==> src/rtl/multicast_switch_alloc.sv <==
// multicast_switch_alloc: per-output round-robin arbitration plus a registered
// crossbar for multicast flits. Each input tracks which labelled outputs still
// owe it a delivery, so a multicast flit may trickle out over several cycles.
//
// Handshake: valid_in[i] qualifies label/data of input i. ready_out[i] is a
// combinational pop strobe that fires in the cycle the last outstanding output
// takes the flit, or immediately for a zero label. data_in must stay stable
// until that strobe. full_in[j] is downstream back-pressure: output j neither
// transfers nor updates its register while full.
module multicast_switch_alloc #(
    parameter int PORTS    = 5,
    parameter int DATASIZE = 30
) (
    input  logic                      clk,
    input  logic                      rst_n,
    input  logic [PORTS-1:0]          valid_in,
    input  logic [PORTS*PORTS-1:0]    label_in,
    input  logic [PORTS*DATASIZE-1:0] data_in,
    input  logic [PORTS-1:0]          full_in,
    output logic [PORTS-1:0]          ready_out,
    output logic [PORTS-1:0]          valid_out,
    output logic [PORTS*DATASIZE-1:0] data_out
);

    localparam int PTR_W = (PORTS > 1) ? $clog2(PORTS) : 1;

    logic [PORTS-1:0] busy;
    logic [PORTS-1:0] pend   [PORTS];
    logic [PTR_W-1:0] ptr    [PORTS];

    logic [PORTS-1:0] req    [PORTS];   // req[i][j]: input i wants output j
    logic [PORTS-1:0] grant  [PORTS];   // grant[j][i]: output j picks input i
    logic [PTR_W-1:0] gidx   [PORTS];   // index of the granted input per output
    logic [PORTS-1:0] gany;             // output j has a grant
    logic [PORTS-1:0] served [PORTS];   // served[i][j]: flit i moved to output j
    logic [PORTS-1:0] rem    [PORTS];   // outputs still owed after this cycle
    int               idx;

    // Effective request: residual mask while busy, otherwise the fresh label.
    // Held at zero during reset so no pop strobe escapes while rst_n is low.
    always_comb begin
        for (int i = 0; i < PORTS; i++) begin
            req[i] = '0;
            if (rst_n) begin
                if (busy[i])
                    req[i] = pend[i];
                else if (valid_in[i])
                    req[i] = label_in[i*PORTS +: PORTS];
            end
        end
    end

    // Round-robin search per output, starting at ptr[j] and wrapping.
    always_comb begin
        idx = 0;
        for (int j = 0; j < PORTS; j++) begin
            grant[j] = '0;
            gidx[j]  = '0;
            gany[j]  = 1'b0;
            for (int k = 0; k < PORTS; k++) begin
                idx = (int'(ptr[j]) + k) % PORTS;
                if (!gany[j] && req[idx][j]) begin
                    grant[j][idx] = 1'b1;
                    gidx[j]       = idx[PTR_W-1:0];
                    gany[j]       = 1'b1;
                end
            end
        end
    end

    // Served masks, residual masks and the pop strobe per input.
    always_comb begin
        for (int i = 0; i < PORTS; i++) begin
            served[i] = '0;
        end
        for (int j = 0; j < PORTS; j++) begin
            if (gany[j] && !full_in[j])
                served[gidx[j]][j] = 1'b1;
        end
        for (int i = 0; i < PORTS; i++) begin
            rem[i]       = req[i] & ~served[i];
            ready_out[i] = ((req[i] != '0) && (rem[i] == '0)) ||
                           (rst_n && !busy[i] && valid_in[i] &&
                            (label_in[i*PORTS +: PORTS] == '0));
        end
    end

    // Per-input residual tracking: go busy on a partial delivery, clear on completion.
    always_ff @(posedge clk or negedge rst_n) begin
        if (!rst_n) begin
            busy <= '0;
            for (int i = 0; i < PORTS; i++) pend[i] <= '0;
        end else begin
            for (int i = 0; i < PORTS; i++) begin
                if (req[i] != '0) begin
                    if (rem[i] == '0) begin
                        busy[i] <= 1'b0;
                    end else begin
                        busy[i] <= 1'b1;
                        pend[i] <= rem[i];
                    end
                end
            end
        end
    end

    // Pointer moves past the winner only on an actual transfer.
    always_ff @(posedge clk or negedge rst_n) begin
        if (!rst_n) begin
            for (int j = 0; j < PORTS; j++) ptr[j] <= '0;
        end else begin
            for (int j = 0; j < PORTS; j++) begin
                if (gany[j] && !full_in[j])
                    ptr[j] <= (int'(gidx[j]) == PORTS - 1) ? '0 : gidx[j] + 1'b1;
            end
        end
    end

    // Output registers load the granted flit (or idle) unless downstream is full.
    always_ff @(posedge clk or negedge rst_n) begin
        if (!rst_n) begin
            valid_out <= '0;
            data_out  <= '0;
        end else begin
            for (int j = 0; j < PORTS; j++) begin
                if (!full_in[j]) begin
                    valid_out[j] <= gany[j];
                    data_out[j*DATASIZE +: DATASIZE] <= gany[j] ?
                        data_in[int'(gidx[j])*DATASIZE +: DATASIZE] : '0;
                end
            end
        end
    end

endmodule

==> config.mk <==
export PLATFORM = sky130hd
export DESIGN_NAME = multicast_switch_alloc
export DESIGN_NICKNAME = d
export VERILOG_FILES = /design/src/rtl/multicast_switch_alloc.sv
export SDC_FILE = /design/constraint.sdc
export NUM_CORES = 1
export LEC_CHECK = 0
export CAP_MARGIN = 20
export CORE_UTILIZATION = 25
export CTS_CLUSTER_SIZE = 16
export DETAILED_ROUTE_END_ITERATION = 7
export PLACE_DENSITY_LB_ADDON = 0.05
export REMOVE_ABC_BUFFERS = 1
export SYNTH_ARGS = -nofsm -noshare
export SYNTH_HDL_FRONTEND = slang
export SYNTH_SLANG_ARGS = --single-unit
==> constraint.sdc <==
create_clock -name clk -period 22.2 [get_ports clk]
set_input_delay 5.55 -clock clk [delete_from_list [all_inputs] [get_ports clk]]
set_output_delay 5.55 -clock clk [all_outputs]
set_load 0.05 [all_outputs]
==> results.toml <==
[global_route]
use_met1_pct = 33.0
grt_usage_pct = 24.8
grt_pass1_vias = 24800
antenna_found_initial = 3
grt_util_met2_pct = 40.4
grt_pass1_wl_mm = 168
grt.busiest_layer = "met2"
grt_max_degree = 96
grt-ovfl-total = 0
met3_usage_pct = 4.06

[timing]
period_minus_slack_ns = 17.69
worst_pin_slew_ns = 1.15
timing.final.crit_share_pct = 79.7
hold_violations = 0
fmax_mhz = 56.5
fin_skew_ns = 0.0156
tns_ns = 0
final_max_slew_viol_count = 0
rsz0062_at_grt = "no"
setup_viol = 0
max_slew_margin_pct = 23.2

[synth]
synth.distinct_cells = 110
synth_area_leaders = "dfrtp_1 (22%), a21oi_1 (7.7%), mux2i_1 (7.3%), ha_1 (6.2%), nand2_1 (5.4%)"
synthFlopType = "dfrtp_1"
synth_area_leader_cell = "dfrtp_1"
synth.most_common_cell = "a21oi_1"
seq_area_frac_synth_pct = 22.4
yosysWarnings = 0
synth_area_um2 = 22400
synth_top_area_share_pct = 22.4
synthArstFlopShare_pct = 100
syn_inst = 2904
synth_edf_count = 0
synth_common_cells = "a21oi_1 (346), nand2_1 (320), dfrtp_1 (200)"
ys_seq_elements = 200
syn_avg_cell_area_um2 = 7.70

[floorplan]
die_area_um2 = 90600
die_y_um = 301
coreArea_um2 = 88500
start_util_pct = 25.3
pin_count = 347
die_x_um = 301
row_count = 109

[clock_network]
cts-buffers-inserted = 17
postCtsSetupBuffers = 0
cts_htree_levels = 4
clock-sinks = 200
clockBufferDepth = 2
clk_pin_slew_ns = 0.08
postCtsHoldBufs = 0
cts_tree = "done"
cts_resized = 0
clock_latency_ns = 0.52
root_buffer = "clkbuf_16"

[worst_setup_path]
critPathLaunch = "valid_in[1]"
crit_path_start_kind = "primary input"
arrival_ns = 12.14
critical_path_class = "in2out"
crit_fanout = 62
end_kind = "primary output"
cp_data_required_time_ns = 16.65
reg2reg_setup_slack_ns = 14.34
r2r-start = "ptr[1]"

[worst_hold_path]
min-delay-start = "pend[4]"
hold_path.class = "reg2reg"

[place]
dp_hpwl_mm = 79.1
gp_congestion = 0.891
port-buffer-count = 346

[route]
routed_wl_mm = 115
drcViolationCount = 17
vias = 25100
first_iter_violations = 2150
drt_pass1_iterations = 8
post_drt_wl_per_cell_um = 26.9
ant_nets = 0
viasPerCell = 5.87

[flow_run]
cap_violations = 0

[outcome]
violations = "DRC"
outcome = "finished, violations left"

[cells_and_area]
drive_gt1_share_pct = 6.87
syn_to_final_growth_pct = 23.0
final_nets = 3402
## registers in the layout, summed over array words and instances, names as in the netlist
register and flops:
valid_out 5, pend 25, ptr 15, data_out 150, busy 5
## placed cells by master, fill, tap and decap left out, drive strengths merged, types with 69 or more instances in the layout
| cell | count |
|---|---|
| nor2 | 196 |
| mux2i | 164 |
| nor3 | 69 |
| nand2 | 320 |
| o21ai | 88 |
| nand3 | 102 |
| clkdlybuf4s50 | 340 |
| dfrtp | 200 |
| ha | 110 |
| inv | 138 |
| a21oi | 347 |
## per-layer routing
metal  share of wire [%]  wire (um)
met5               0.015         17
met4                 2.9       3300
met3                 6.3       7240
met2                  47      53700
met1                  44      51200
## metrics by stage
stage               setup slack, ns  cells  cell area, um^2  util [%]  hold WS (ns)
finish                         4.51   4283            27500      31.1         0.487
global route                   4.15   4283            27500      31.1         0.502
CTS                            4.51   4282            27500      31.1         0.488
detailed placement             4.54   4250            26900      30.4         0.469
global placement               4.64   4250            26900      30.4         0.471
floorplan                      3.90   2691            21500         -         0.450
## critical path: stages
cell             delay, ns
clkdlybuf4s50_1       0.58
nand4b_1              0.24
and2_0                0.52
mux2i_1               0.13
a21boi_0              0.19
o221ai_1              0.13
o22ai_1               0.63
inv_1                 0.10
o311a_2               0.78
or2_2                 0.45
buf_4                 0.35
o21ai_0               0.51
nand2_1               0.22
o41ai_1               0.79
clkdlybuf4s50_1       0.95
## area by class of cell
class,instances,area (um^2)
Clock inverter,14,131
Antenna cell,1,2.50
Sequential cell,200,5000
Fill cell,9340,61000
Multi-Input combinational cell,2357,16200
Clock buffer,18,439
Inverter,134,503
Tap cell,1165,1460
Timing Repair Buffer,394,3800
## cell families after synthesis
logic type                 share of synthesized area [%]
AOI/OAI and AO/OA                                   32.7
xor gates and xnor gates                            1.63
adders and majority gates                           6.25
buffers and inverters                               6.22
DFF                                                 22.4
muxes                                               9.71
and+or+nand+nor                                     21.2
## final timing paths
path | cells after the start | end
worst max-delay path | 15 | ready_out[2]
worst min-delay path | 1 | pend[4]
worst max register to register | 24 | data_out[120]
worst min register to register | 1 | pend[4]
max in group asynchronous | 3 | data_out[36]
min in group asynchronous | 1 | data_out[44]
Power is left out: the tool's default activity adds up to more than one toggle a clock period on the data nets, which glitch-free logic cannot reach.
